`src/rtl/fp_norm_round_pipeline_pkg.sv`:
```
// -----------------------------------------------------------------------------
// fp_pkg
// Shared types and constants for the binary32 add/sub back end.
//   fp_32b_t      : packed binary32 {sign, exp, frac}
//   fp_raw_sum_t  : raw significand from the align-and-add front end
//   RNE..RMM      : rounding-mode encodings (codes 101..111 behave as RNE)
//   FP_QNAN, FP_MAXFIN_MAG : canonical quiet NaN and largest finite magnitude
// Helpers decide the rounding increment and the overflow result style.
// -----------------------------------------------------------------------------
package fp_pkg;

    localparam int FP_MANT_W = 28;
    localparam int FP_LZC_W  = 5;

    typedef struct packed {
        logic        sign;
        logic [7:0]  exp;
        logic [22:0] frac;
    } fp_32b_t;

    typedef struct packed {
        logic        carry;
        logic        hidden;
        logic [22:0] frac;
        logic        g;
        logic        r;
        logic        s;
    } fp_raw_sum_t;

    localparam logic [2:0] RNE = 3'b000;
    localparam logic [2:0] RTZ = 3'b001;
    localparam logic [2:0] RDN = 3'b010;
    localparam logic [2:0] RUP = 3'b011;
    localparam logic [2:0] RMM = 3'b100;

    localparam logic [31:0] FP_QNAN       = 32'h7FC00000;
    localparam logic [30:0] FP_MAXFIN_MAG = 31'h7F7FFFFF;

    // Whether the kept significand is bumped by one ulp. Unknown codes
    // fall into the default arm and round to nearest-even.
    function automatic logic round_increment(input logic [2:0] rm,
                                             input logic       sign,
                                             input logic       lsb,
                                             input logic       g,
                                             input logic       s);
        logic inc;
        case (rm)
            RTZ:     inc = 1'b0;
            RDN:     inc = sign & (g | s);
            RUP:     inc = ~sign & (g | s);
            RMM:     inc = g;
            default: inc = g & (s | lsb);
        endcase
        return inc;
    endfunction

    // Modes that round toward zero for this sign saturate to the largest
    // finite value instead of producing infinity on overflow.
    function automatic logic overflow_to_maxfin(input logic [2:0] rm,
                                                input logic       sign);
        return (rm == RTZ) | ((rm == RDN) & ~sign) | ((rm == RUP) & sign);
    endfunction

endpackage

```
`src/rtl/fp_norm_round_pipeline_if.sv`:
```
// -----------------------------------------------------------------------------
// fp_norm_round_pipeline_if
// Bundles the input beat (valid/ready + payload + rounding mode) and the
// output beat (valid/ready + packed result + IEEE status flags).
//   modport slave  : the normalize/round pipeline
//   modport master : whatever feeds it and consumes its results
// -----------------------------------------------------------------------------
interface fp_norm_round_pipeline_if;
    import fp_pkg::*;

    logic                 in_valid;
    logic                 in_ready;
    logic                 in_sign;
    logic [7:0]           in_exp;
    logic [FP_MANT_W-1:0] in_mant;
    logic                 in_special;
    logic [31:0]          in_special_result;
    logic                 in_invalid;
    logic                 in_flushed;
    logic [2:0]           rounding_mode;

    logic                 out_valid;
    logic                 out_ready;
    logic [31:0]          out;
    logic                 overflow;
    logic                 underflow;
    logic                 inexact;
    logic                 invalid_operation;

    modport slave (
        input  in_valid, in_sign, in_exp, in_mant, in_special,
               in_special_result, in_invalid, in_flushed, rounding_mode,
               out_ready,
        output in_ready, out_valid, out, overflow, underflow, inexact,
               invalid_operation
    );

    modport master (
        output in_valid, in_sign, in_exp, in_mant, in_special,
               in_special_result, in_invalid, in_flushed, rounding_mode,
               out_ready,
        input  in_ready, out_valid, out, overflow, underflow, inexact,
               invalid_operation
    );
endinterface

```
`src/rtl/fp_norm_round_pipeline_lzc28.sv`:
```
// -----------------------------------------------------------------------------
// fp_lzc28
// Combinational leading-zero counter over the 27-bit {hidden, frac, g, r, s}
// field of the raw significand.
//   i_bits  [26:0]      : value to scan, bit 26 is the MSB
//   o_count [LZC_W-1:0] : number of leading zeros (27 when i_bits == 0)
// -----------------------------------------------------------------------------
module fp_lzc28 #(
    parameter int LZC_W = 5
) (
    input  logic [26:0]      i_bits,
    output logic [LZC_W-1:0] o_count
);
    // Ascending scan: the last hit is the highest set bit.
    always_comb begin
        o_count = LZC_W'(27);
        for (int i = 0; i < 27; i++) begin
            if (i_bits[i]) begin
                o_count = LZC_W'(26 - i);
            end
        end
    end
endmodule

```
`src/rtl/fp_norm_round_pipeline.sv`:
```
// -----------------------------------------------------------------------------
// fp_norm_round_pipeline
// Back end of the binary32 add/sub datapath: normalizes the raw significand
// (stage 1), rounds, packs and raises status flags (stage 2). Global-stall
// valid/ready pipeline, 2-cycle latency, one beat per cycle. Denormal
// results flush to signed zero.
// Ports:
//   clk, rst_n   : clock, asynchronous active-low reset
//   bus (slave)  : in_* beat + rounding_mode, out beat + overflow/underflow/
//                  inexact/invalid_operation
// Optional (FP_NR_STICKY_FLAGS_EN defined):
//   flags_clear  : synchronous clear of the sticky flags (wins over update)
//   flags_sticky : {invalid, overflow, underflow, inexact} OR-accumulated
//                  over every emitted beat
// -----------------------------------------------------------------------------
module fp_norm_round_pipeline
    import fp_pkg::*;
#(
    parameter int MANT_W = FP_MANT_W,
    parameter int LZC_W  = FP_LZC_W
) (
    input  logic       clk,
    input  logic       rst_n,
`ifdef FP_NR_STICKY_FLAGS_EN
    input  logic       flags_clear,
    output logic [3:0] flags_sticky,
`endif
    fp_norm_round_pipeline_if.slave bus
);

    // ---------------- pipeline control ----------------
    logic w_advance;
    logic r_out_valid;

    assign w_advance    = bus.out_ready | ~r_out_valid;
    assign bus.in_ready = w_advance;

    // ---------------- stage 1: normalize ----------------
    fp_raw_sum_t              w_raw;
    logic [LZC_W-1:0]         w_lzc;
    logic [MANT_W-2:0]        w_norm_mant;
    logic signed [9:0]        w_norm_exp;
    logic                     w_zero;

    assign w_raw = bus.in_mant;

    fp_lzc28 #(.LZC_W(LZC_W)) u_lzc (
        .i_bits  (bus.in_mant[MANT_W-2:0]),
        .o_count (w_lzc)
    );

    always_comb begin
        w_zero      = (w_raw == '0);
        w_norm_mant = bus.in_mant[MANT_W-2:0] << w_lzc;
        w_norm_exp  = $signed(10'(bus.in_exp)) - $signed(10'(w_lzc));
        if (w_raw.carry) begin
            // Carry out: shift right one, folding the two dropped-off
            // positions into the new sticky bit.
            w_norm_mant = {bus.in_mant[MANT_W-1:2], bus.in_mant[1] | bus.in_mant[0]};
            w_norm_exp  = $signed(10'(bus.in_exp)) + 10'sd1;
        end
    end

    logic                     r_s1_valid;
    logic                     r_s1_sign;
    logic                     r_s1_special;
    logic [31:0]              r_s1_special_result;
    logic                     r_s1_invalid;
    logic                     r_s1_flushed;
    logic [2:0]               r_s1_rm;
    logic                     r_s1_zero;
    logic signed [9:0]        r_s1_exp;
    logic [MANT_W-2:0]        r_s1_mant;

    always_ff @(posedge clk or negedge rst_n) begin
        if (!rst_n) begin
            r_s1_valid          <= 1'b0;
            r_s1_sign           <= 1'b0;
            r_s1_special        <= 1'b0;
            r_s1_special_result <= '0;
            r_s1_invalid        <= 1'b0;
            r_s1_flushed        <= 1'b0;
            r_s1_rm             <= '0;
            r_s1_zero           <= 1'b0;
            r_s1_exp            <= '0;
            r_s1_mant           <= '0;
        end else if (w_advance) begin
            r_s1_valid <= bus.in_valid;
            if (bus.in_valid) begin
                r_s1_sign           <= bus.in_sign;
                r_s1_special        <= bus.in_special;
                r_s1_special_result <= bus.in_special_result;
                r_s1_invalid        <= bus.in_invalid;
                r_s1_flushed        <= bus.in_flushed;
                r_s1_rm             <= bus.rounding_mode;
                r_s1_zero           <= w_zero;
                r_s1_exp            <= w_norm_exp;
                r_s1_mant           <= w_norm_mant;
            end
        end
    end

    // ---------------- stage 2: round and pack ----------------
    logic              w_g;
    logic              w_s;
    logic              w_inc;
    logic [23:0]       w_frac_sum;
    logic              w_carry;
    logic signed [9:0] w_exp_r;
    fp_32b_t           w_result;
    logic              w_ovf;
    logic              w_unf;
    logic              w_inx;
    logic              w_inv;

    always_comb begin
        w_g   = r_s1_mant[2];
        w_s   = r_s1_mant[1] | r_s1_mant[0];
        w_inc = round_increment(r_s1_rm, r_s1_sign, r_s1_mant[3], w_g, w_s);
        // Increment the 23-bit fraction; a carry into bit 23 with the
        // hidden bit set means the significand wrapped to 2.0.
        w_frac_sum = {1'b0, r_s1_mant[25:3]} + {23'b0, w_inc};
        w_carry    = r_s1_mant[26] & w_frac_sum[23];
        w_exp_r    = r_s1_exp + $signed({9'b0, w_carry});

        w_result = '0;
        w_ovf    = 1'b0;
        w_unf    = 1'b0;
        w_inx    = 1'b0;
        w_inv    = 1'b0;

        if (r_s1_special) begin
            w_result = r_s1_special_result;
            w_inv    = r_s1_invalid;
        end else begin
            if (r_s1_zero) begin
                w_result.sign = (r_s1_rm == RDN);
            end else if (r_s1_exp < 10'sd1) begin
                w_result.sign = r_s1_sign;
                w_unf         = 1'b1;
                w_inx         = 1'b1;
            end else if (w_exp_r >= 10'sd255) begin
                w_ovf = 1'b1;
                w_inx = 1'b1;
                if (overflow_to_maxfin(r_s1_rm, r_s1_sign)) begin
                    w_result = {r_s1_sign, FP_MAXFIN_MAG};
                end else begin
                    w_result = {r_s1_sign, 8'hFF, 23'h0};
                end
            end else begin
                w_result.sign = r_s1_sign;
                w_result.exp  = w_exp_r[7:0];
                w_result.frac = w_frac_sum[22:0];
                w_inx         = w_g | w_s;
            end
            // A flushed denormal operand already lost precision upstream.
            if (r_s1_flushed) begin
                w_inx = 1'b1;
            end
        end
    end

    fp_32b_t r_out;
    logic    r_ovf;
    logic    r_unf;
    logic    r_inx;
    logic    r_inv;

    always_ff @(posedge clk or negedge rst_n) begin
        if (!rst_n) begin
            r_out_valid <= 1'b0;
            r_out       <= '0;
            r_ovf       <= 1'b0;
            r_unf       <= 1'b0;
            r_inx       <= 1'b0;
            r_inv       <= 1'b0;
        end else if (w_advance) begin
            r_out_valid <= r_s1_valid;
            if (r_s1_valid) begin
                r_out <= w_result;
                r_ovf <= w_ovf;
                r_unf <= w_unf;
                r_inx <= w_inx;
                r_inv <= w_inv;
            end
        end
    end

    assign bus.out_valid         = r_out_valid;
    assign bus.out               = r_out;
    assign bus.overflow          = r_ovf;
    assign bus.underflow         = r_unf;
    assign bus.inexact           = r_inx;
    assign bus.invalid_operation = r_inv;

`ifdef FP_NR_STICKY_FLAGS_EN
    logic [3:0] r_flags_sticky;

    always_ff @(posedge clk or negedge rst_n) begin
        if (!rst_n) begin
            r_flags_sticky <= '0;
        end else if (flags_clear) begin
            r_flags_sticky <= '0;
        end else if (r_out_valid && bus.out_ready) begin
            r_flags_sticky <= r_flags_sticky | {r_inv, r_ovf, r_unf, r_inx};
        end
    end

    assign flags_sticky = r_flags_sticky;
`endif

endmodule
```
`src/flat_wrapper.sv`:
```
// flat-port wrapper written by rule: the top's interface ports become plain ports
module fp_norm_round_pipeline_flat import fp_pkg::*;
#(
    parameter int MANT_W = FP_MANT_W,
    parameter int LZC_W  = FP_LZC_W
)
  (clk, rst_n, bus_in_valid, bus_in_sign, bus_in_exp, bus_in_mant, bus_in_special, bus_in_special_result, bus_in_invalid, bus_in_flushed, bus_rounding_mode, bus_out_ready, bus_in_ready, bus_out_valid, bus_out, bus_overflow, bus_underflow, bus_inexact, bus_invalid_operation);
  fp_norm_round_pipeline_if bus_i ();
  input  logic clk;
  input  logic rst_n;
  input wire logic [$bits(bus_i.in_valid)-1:0] bus_in_valid;
  input wire logic [$bits(bus_i.in_sign)-1:0] bus_in_sign;
  input wire logic [$bits(bus_i.in_exp)-1:0] bus_in_exp;
  input wire logic [$bits(bus_i.in_mant)-1:0] bus_in_mant;
  input wire logic [$bits(bus_i.in_special)-1:0] bus_in_special;
  input wire logic [$bits(bus_i.in_special_result)-1:0] bus_in_special_result;
  input wire logic [$bits(bus_i.in_invalid)-1:0] bus_in_invalid;
  input wire logic [$bits(bus_i.in_flushed)-1:0] bus_in_flushed;
  input wire logic [$bits(bus_i.rounding_mode)-1:0] bus_rounding_mode;
  input wire logic [$bits(bus_i.out_ready)-1:0] bus_out_ready;
  output wire logic [$bits(bus_i.in_ready)-1:0] bus_in_ready;
  output wire logic [$bits(bus_i.out_valid)-1:0] bus_out_valid;
  output wire logic [$bits(bus_i.out)-1:0] bus_out;
  output wire logic [$bits(bus_i.overflow)-1:0] bus_overflow;
  output wire logic [$bits(bus_i.underflow)-1:0] bus_underflow;
  output wire logic [$bits(bus_i.inexact)-1:0] bus_inexact;
  output wire logic [$bits(bus_i.invalid_operation)-1:0] bus_invalid_operation;
  assign bus_i.in_valid = bus_in_valid;
  assign bus_i.in_sign = bus_in_sign;
  assign bus_i.in_exp = bus_in_exp;
  assign bus_i.in_mant = bus_in_mant;
  assign bus_i.in_special = bus_in_special;
  assign bus_i.in_special_result = bus_in_special_result;
  assign bus_i.in_invalid = bus_in_invalid;
  assign bus_i.in_flushed = bus_in_flushed;
  assign bus_i.rounding_mode = bus_rounding_mode;
  assign bus_i.out_ready = bus_out_ready;
  assign bus_in_ready = bus_i.in_ready;
  assign bus_out_valid = bus_i.out_valid;
  assign bus_out = bus_i.out;
  assign bus_overflow = bus_i.overflow;
  assign bus_underflow = bus_i.underflow;
  assign bus_inexact = bus_i.inexact;
  assign bus_invalid_operation = bus_i.invalid_operation;
  fp_norm_round_pipeline #(.MANT_W(MANT_W), .LZC_W(LZC_W)) u_core (.clk(clk), .rst_n(rst_n), .bus(bus_i));
endmodule
```
`config.mk`:
```
export PLATFORM = sky130hd
export DESIGN_NAME = fp_norm_round_pipeline_flat
export DESIGN_NICKNAME = d
export VERILOG_FILES = /design/src/rtl/fp_norm_round_pipeline_pkg.sv /design/src/rtl/fp_norm_round_pipeline_if.sv /design/src/rtl/fp_norm_round_pipeline_lzc28.sv /design/src/rtl/fp_norm_round_pipeline.sv /design/src/flat_wrapper.sv
export SDC_FILE = /design/constraint.sdc
export NUM_CORES = 1
export LEC_CHECK = 0
export ABC_CLOCK_PERIOD_IN_PS = 10100
export CAP_MARGIN = 10
export CORE_ASPECT_RATIO = 1.5
export CORE_MARGIN = 3
export CORE_UTILIZATION = 40
export CTS_CLUSTER_DIAMETER = 30
export DETAILED_ROUTE_END_ITERATION = 6
export HOLD_SLACK_MARGIN = 0.05
export MAX_ROUTING_LAYER = met4
export PLACE_DENSITY = 0.66
export SLEW_MARGIN = 20
export SYNTH_ARGS = -nofsm -noshare
export SYNTH_HDL_FRONTEND = slang
export SYNTH_SLANG_ARGS = --single-unit
```
`constraint.sdc`:
```
create_clock -name clk -period 10.1 [get_ports clk]
set_input_delay 2.02 -clock clk [delete_from_list [all_inputs] [get_ports clk]]
set_output_delay 2.02 -clock clk [all_outputs]
set_load 0.01 [all_outputs]
```
* After elaboration in Yosys (flattened, before gate mapping)
Index checks and enable logic that the tools add are counted.
Storage, ports and cells: bits of input ports 79, bits in latches 0, memories 0, register bits 115, word-level logic and storage cells 96, output and inout bits 38, ROM bits 0, memory bits (writable) 0
Cells by class: reductions and logical operators 3, add/subtract/negate cells 4, multipliers 0, shift operators 1, equal/unequal tests 4, multiplexer cells 49, div/mod/pow operators 0, bitwise gates (word level) 15, order comparisons 2
Operators with widths (number):
- 5-bit two-way mux | 26
- 31-bit two-way mux | 3
- 32-bit two-way mux | 1
- 28-bit zero test | 1
- 27-bit two-way mux | 1
- 27-bit by 5-bit << shifter with 27-bit output | 1
- 23-bit by 1-bit adder with 24-bit output | 1
- 24-bit two-way mux | 1
- 1-bit two-way mux | 15
- 10-bit by 2-bit adder with 10-bit output | 1
- 10-bit by 9-bit greater-or-equal comparator with 1-bit output (second input constant) | 1
- 10-bit by 2-bit less-than comparator with 1-bit output (second input constant) | 1
- 10-bit two-way mux | 1
- 8-bit by 1-bit adder with 9-bit output (second input constant) | 1
- 8-bit by 5-bit subtractor with 9-bit output | 1
- 1-bit OR | 7
- 1-bit AND | 6
- 3-bit by 2-bit == test with 1-bit output (second input constant) | 2
- 1-bit one-hot mux with 4 select lines | 1
- 2-bit AND reduction | 2
- 3-bit by 1-bit == test with 1-bit output (second input constant) | 1
- 3-bit == test (second input constant) | 1
- 1-bit NOT | 2

* Logic depth before layout (Yosys ltp)
word-level depth 29, depth in mapped cells 21, gate-level depth less buffers 19

* Cells and area by module
A second synthesis with hierarchy kept.
Unflattened totals: cell total of the unflattened synthesis 946, area, all modules 7978.9 um^2
By module, submodules not included:
- fp_norm_round_pipeline | times used 1, sequential area each 2877.8 um^2, area an instance 7701.1 um^2, cells an instance 895
- fp_lzc28 | times used 1, sequential area each 0.0 um^2, area an instance 277.8 um^2, cells an instance 51

* Least setup slack after synthesis
No wires, ideal clock.
kind in2reg, from input bus_in_mant[3], to register u_core.r_s1_exp[7], path buffers 3, data arrival time 4.696 ns, path slack 5.270 ns, data required time 9.966 ns, library setup time 0.134 ns, stages 14, cell sequence clkbuf_1 > o311ai_1 > a31oi_2 > o21ai_4 > buf_6 > buf_2 > ha_1 > a21o_1 > a21o_1 > a21oi_1 > o21ai_0 > o31ai_1 > xnor2_1 > o21ai_0
Between the ends: cells in the longest elaborated chain, start to end 26
RTL lines:
- start: declaration | RTL line flat_wrapper.sv:14 | input wire logic [$bits(bus_i.in_mant)-1:0] bus_in_mant;
- 5-bit two-way mux (24 in a row) | RTL line fp_norm_round_pipeline_lzc28.sv:18 | if (i_bits[i]) begin
- 8-bit by 5-bit subtractor with 9-bit output | RTL line fp_norm_round_pipeline.sv:55 | w_norm_exp = $signed(10'(bus.in_exp)) - $signed(10'(w_lzc));
- 10-bit two-way mux | RTL line fp_norm_round_pipeline.sv:56 | if (w_raw.carry) begin
- end signal: assignment | RTL line fp_norm_round_pipeline.sv:97 | r_s1_exp <= w_norm_exp;
- end: declaration | RTL line fp_norm_round_pipeline.sv:72 | logic signed [9:0] r_s1_exp;
Every way passes these cells. A chain may end at the register's enable or synchronous reset.

* Final worst setup path
from register u_core.r_s1_rm[2], to register u_core.r_out (netlist bit u_core.bus.out[5])
Between the ends: cells in the longest elaborated chain, start to end 10, elaborated cells on any way between the ends 18, classes of those cells add/sub (2); order compare (1); eq/ne (4); mux (6); bitwise (5)
RTL lines:
- start: declaration | RTL line fp_norm_round_pipeline.sv:70 | logic [2:0] r_s1_rm;
- start signal: assignment | RTL line fp_norm_round_pipeline.sv:95 | r_s1_rm <= bus.rounding_mode;
- 3-bit == test, or another cell as far along | RTL line fp_norm_round_pipeline_pkg.sv:47 | case (rm)
- 1-bit one-hot mux with 4 select lines | RTL line fp_norm_round_pipeline_pkg.sv:47
- 23-bit by 1-bit adder with 24-bit output | RTL line fp_norm_round_pipeline.sv:122 | w_frac_sum = {1'b0, r_s1_mant[25:3]} + {23'b0, w_inc};
- 1-bit AND | RTL line fp_norm_round_pipeline.sv:123 | w_carry = r_s1_mant[26] & w_frac_sum[23];
- 10-bit by 2-bit adder with 10-bit output | RTL line fp_norm_round_pipeline.sv:124 | w_exp_r = r_s1_exp + $signed({9'b0, w_carry});
- 10-bit by 9-bit greater-or-equal comparator with 1-bit output | RTL line fp_norm_round_pipeline.sv:142 | end else if (w_exp_r >= 10'sd255) begin
- 31-bit two-way mux (*) | RTL line fp_norm_round_pipeline.sv:142
- 31-bit two-way mux (*) | RTL line fp_norm_round_pipeline.sv:138 | end else if (r_s1_exp < 10'sd1) begin
- 31-bit two-way mux (*) | RTL line fp_norm_round_pipeline.sv:136 | if (r_s1_zero) begin
- 32-bit two-way mux (*) | RTL line fp_norm_round_pipeline.sv:132 | if (r_s1_special) begin
- end signal: assignment | RTL line fp_norm_round_pipeline.sv:180 | r_out <= w_result;
- end: declaration | RTL line fp_norm_round_pipeline.sv:163 | fp_32b_t r_out;
Mark *: on every way between the ends. The rest lies on a longest branch, timed or not.

==> flow_metrics.tcl <==
set metrics [dict create \
    status "completed" \
    relSlewSlack 0.333 \
    final-hold-violation-count 0 \
    grtUsageTotal 0.247 \
    p_per_area_nw_per_um2 182 \
    postRouteAntennaNets 0 \
    cts_tree "yes" \
    cp.arrival_ns 5.88 \
    area_delta_synth_final_pct 23.1 \
    drv.max_cap_violation_count 0 \
    totalWireLength_mm 25.8 \
    synth_edf_count 0 \
    route.detailed.drc 0 \
    mostFrequentLayoutCells "sky130_fd_sc_hd__nand2_1 (193), sky130_fd_sc_hd__nor2_1 (126), sky130_fd_sc_hd__clkdlybuf4s50_1 (115), sky130_fd_sc_hd__dfrtp_1 (115), sky130_fd_sc_hd__a21oi_1 (67)" \
    cts_sinks 115 \
    grt_pass1_vias 7389 \
    syn_nets 1065 \
    ys_ff_latch 115 \
    total_leakage_power_uw 0.00405 \
    timing_max_transition_violations_final 0 \
    detailedPlace.worstSlack_ns 4.15 \
    postSynth.asyncResetShare 1.00 \
    dp.final_hpwl_mm 18.7 \
    global_placer_s_final_weighted_congestion 1.04 \
    report.final.setup_viol 0 \
    port_buffers 116 \
    worst-slew-pin-transition_ns 1.00 \
    ctsHtreeMaxLevel 4 \
    setup-tns-final_ns 0 \
    synth_top_flop_cell "sky130_fd_sc_hd__dfrtp_1" \
    crit_path_start_kind "register" \
    num_antenna_cells 0 \
    seq_area_frac_synth 0.370 \
    antenna_found_initial 0 \
    mean_routed_wirelength_per_cell_um 19.6 \
    min_period_over_period 0.557 \
    first_pass_grt_wire_length_mm 40.4 \
    yosysWarnings 0 \
    synthDistinctLibCells 76 \
    netlist_area_um2 7780 \
    fin_ws_ns 4.47 \
    nets 1140 \
    cts_made_buffers 17 \
    post_synth.cell_area_avg_um2 7.99 \
    layoutNonFillerInstCount 1314 \
    grt_setup_unrepaired "false" \
    final_common_cell "sky130_fd_sc_hd__nand2_1" \
    finalCoreUtilization 0.508 \
    cts_hold_repair.buffers 0 \
    clock.fmax_mhz 178 \
    crit_fanout 30 \
    die_height_um 177 \
    grt_remaining_overflow 0 \
    setup.worst_path.class "register to register" \
    critPathCaptureType "register" \
    die-area_um2 21200 \
    via_per_inst 5.75 \
    floorplan.die.width_um 120 \
    cts.clk_slew.worst_paths_ns 0.06 \
    period_needed_ns 5.63 \
    floorplan.io_pins 117 \
    irDropWorstVdd_v 0.0000972 \
    design.core.area_um2 18900 \
    core.rowCount 61 \
    layout-drive-gt1-share 0.0659 \
    floorplan.initialDensity 0.413 \
    timing.clock.skew_ns 0.0129 \
    cts-root-to-sink-buffers 2 \
    clock_tree.root_cell "sky130_fd_sc_hd__clkbuf_16" \
    cts.repair.resized 0 \
    vias 7561 \
    netlist_instances 974 \
    post_cts_buffers 0 \
    drt_pre_antenna_iters 5 \
    drt-initial-drc-count 563 \
    min-delay-path-class "register to register" \
    clk-insertion-delay-late_ns 0.42 \
    critPathRequiredTime_ns 10.35 \
    fill_cells 1896 \
    post-place-cells 1282 \
    grt_start_max_net_pins 83 \
]
[cell families (layout without fill, tap and decap cells)]
kind of cell	count (synthesis)	in the layout	synth area share
simple gates	441	441	0.253
compound gates	232	232	0.195
flops	115	115	0.370
buf+inv	85	173	0.0490
mux	55	55	0.0747
xor+xnor	34	34	0.0383
fa+ha+maj	12	12	0.0203
[cells in the mapped netlist, types with 4 or more instances]
cell	n	area (um2)
sky130_fd_sc_hd__nand2b_1	11	68.8
sky130_fd_sc_hd__buf_2	14	70.1
sky130_fd_sc_hd__xnor2_1	23	201
sky130_fd_sc_hd__a21o_1	6	45.0
sky130_fd_sc_hd__inv_1	13	48.8
sky130_fd_sc_hd__clkbuf_1	43	161
sky130_fd_sc_hd__nand4_1	6	37.5
sky130_fd_sc_hd__nor4_1	8	50.1
sky130_fd_sc_hd__nor3_1	20	100
sky130_fd_sc_hd__o31ai_1	9	67.6
sky130_fd_sc_hd__a211oi_1	5	37.5
sky130_fd_sc_hd__a21oi_1	67	335
sky130_fd_sc_hd__nor2_1	126	473
sky130_fd_sc_hd__o21ai_0	39	195
sky130_fd_sc_hd__nand3_1	23	115
sky130_fd_sc_hd__or3_1	4	25.0
sky130_fd_sc_hd__buf_1	7	26.3
sky130_fd_sc_hd__o22ai_1	29	181
sky130_fd_sc_hd__nand2_1	194	728
sky130_fd_sc_hd__and3_1	19	119
sky130_fd_sc_hd__xor2_1	11	96.3
sky130_fd_sc_hd__a221oi_1	15	131
sky130_fd_sc_hd__and2_1	7	43.8
sky130_fd_sc_hd__mux2i_1	41	410
sky130_fd_sc_hd__a31oi_1	11	68.8
sky130_fd_sc_hd__mux2_2	12	135
sky130_fd_sc_hd__dfrtp_1	115	2880
sky130_fd_sc_hd__o211ai_1	9	67.6
sky130_fd_sc_hd__ha_1	11	138
[critical path, stage by stage (launching register included)]
cell	delay, ns
sky130_fd_sc_hd__dfrtp_1	0.47
sky130_fd_sc_hd__and3b_1	0.22
sky130_fd_sc_hd__ha_1	0.27
sky130_fd_sc_hd__nand3b_1	0.07
sky130_fd_sc_hd__o22ai_1	0.13
sky130_fd_sc_hd__ha_1	0.23
sky130_fd_sc_hd__and3_1	0.21
sky130_fd_sc_hd__nand3_1	0.23
sky130_fd_sc_hd__nor3_1	0.46
sky130_fd_sc_hd__and4_1	0.28
sky130_fd_sc_hd__ha_1	0.18
sky130_fd_sc_hd__ha_1	0.26
sky130_fd_sc_hd__nand2b_1	0.09
sky130_fd_sc_hd__o21ai_0	0.08
sky130_fd_sc_hd__a21oi_1	0.10
sky130_fd_sc_hd__o31ai_1	0.28
sky130_fd_sc_hd__a21o_1	0.16
sky130_fd_sc_hd__and2_1	0.78
sky130_fd_sc_hd__a21o_1	0.72
sky130_fd_sc_hd__o21ai_0	0.23
[state kept, by name (all words and copies together) (netlist names), 3 cells and up]
signal and count:
u_core.r_s1_mant 27, u_core.r_s1_special_result 32, u_core.r_s1_rm 3, u_core.r_s1_exp 10
u_core.bus.out 32
[report_power, final]
| group | switching [uW] | total [uW] | leakage [uW] | internal [uW] |
|---|---|---|---|---|
| Sequential | 85.0 | 648 | 0.00138 | 563 |
| Combinational | 269 | 510 | 0.00240 | 241 |
| Clock | 218 | 587 | 0.000273 | 370 |
[metal layers]
metal	wire, um	GRT usage	vias to the layer above	share of wire
li1	-	-	3611	-
met1	10500	0.288	3639	0.41
met2	13000	0.419	248	0.51
met3	1020	0.0336	63	0.040
met4	1200	0.118	0	0.046
met5	0	-	-	0
[metrics by stage]
| stage | hold WS (ns) | instance area (um2) | total power (uW) |
|---|---|---|---|
| 2_1_floorplan | 0.438 | 7780 | 917 |
| 3_3_place_gp | 0.453 | 9010 | 1160 |
| 3_5_place_dp | 0.455 | 9010 | 1160 |
| 4_1_cts | 0.481 | 9590 | 1760 |
| 5_1_grt | 0.490 | 9590 | 1840 |
| 6_report | 0.477 | 9590 | 1750 |
[cell type report]
type	count	area, um2	share of cell area
Tap cell	252	315	0.0329
Inverter	16	60.1	0.00627
Sequential cell	115	2880	0.300
Multi-Input combinational cell	774	4530	0.472
Timing Repair Buffer	125	1230	0.128
Clock inverter	12	131	0.0137
Clock buffer	20	447	0.0466
[worst paths after layout]
path / slack, ns / end / depth (start not counted) / from
worst min register to register: 0.48 / u_core.r_s1_special_result[25]$_DFFE_PN0P_ / 2 / u_core.r_s1_special_result[25]$_DFFE_PN0P_
min in group asynchronous: 1.67 / u_core.r_s1_exp[7]$_DFFE_PN0P_ / 1 / rst_n
worst min-delay path: 0.48 / u_core.r_s1_special_result[25]$_DFFE_PN0P_ / 2 / u_core.r_s1_special_result[25]$_DFFE_PN0P_
worst max-delay path: 4.47 / u_core.bus.out[5]$_DFFE_PN0P_ / 19 / u_core.r_s1_rm[2]$_DFFE_PN0P_
max in group asynchronous: 7.22 / u_core.bus.out[15]$_DFFE_PN0P_ / 2 / rst_n
worst max register to register: 4.47 / u_core.bus.out[5]$_DFFE_PN0P_ / 19 / u_core.r_s1_rm[2]$_DFFE_PN0P_
(Power assumes the default switching activity.)
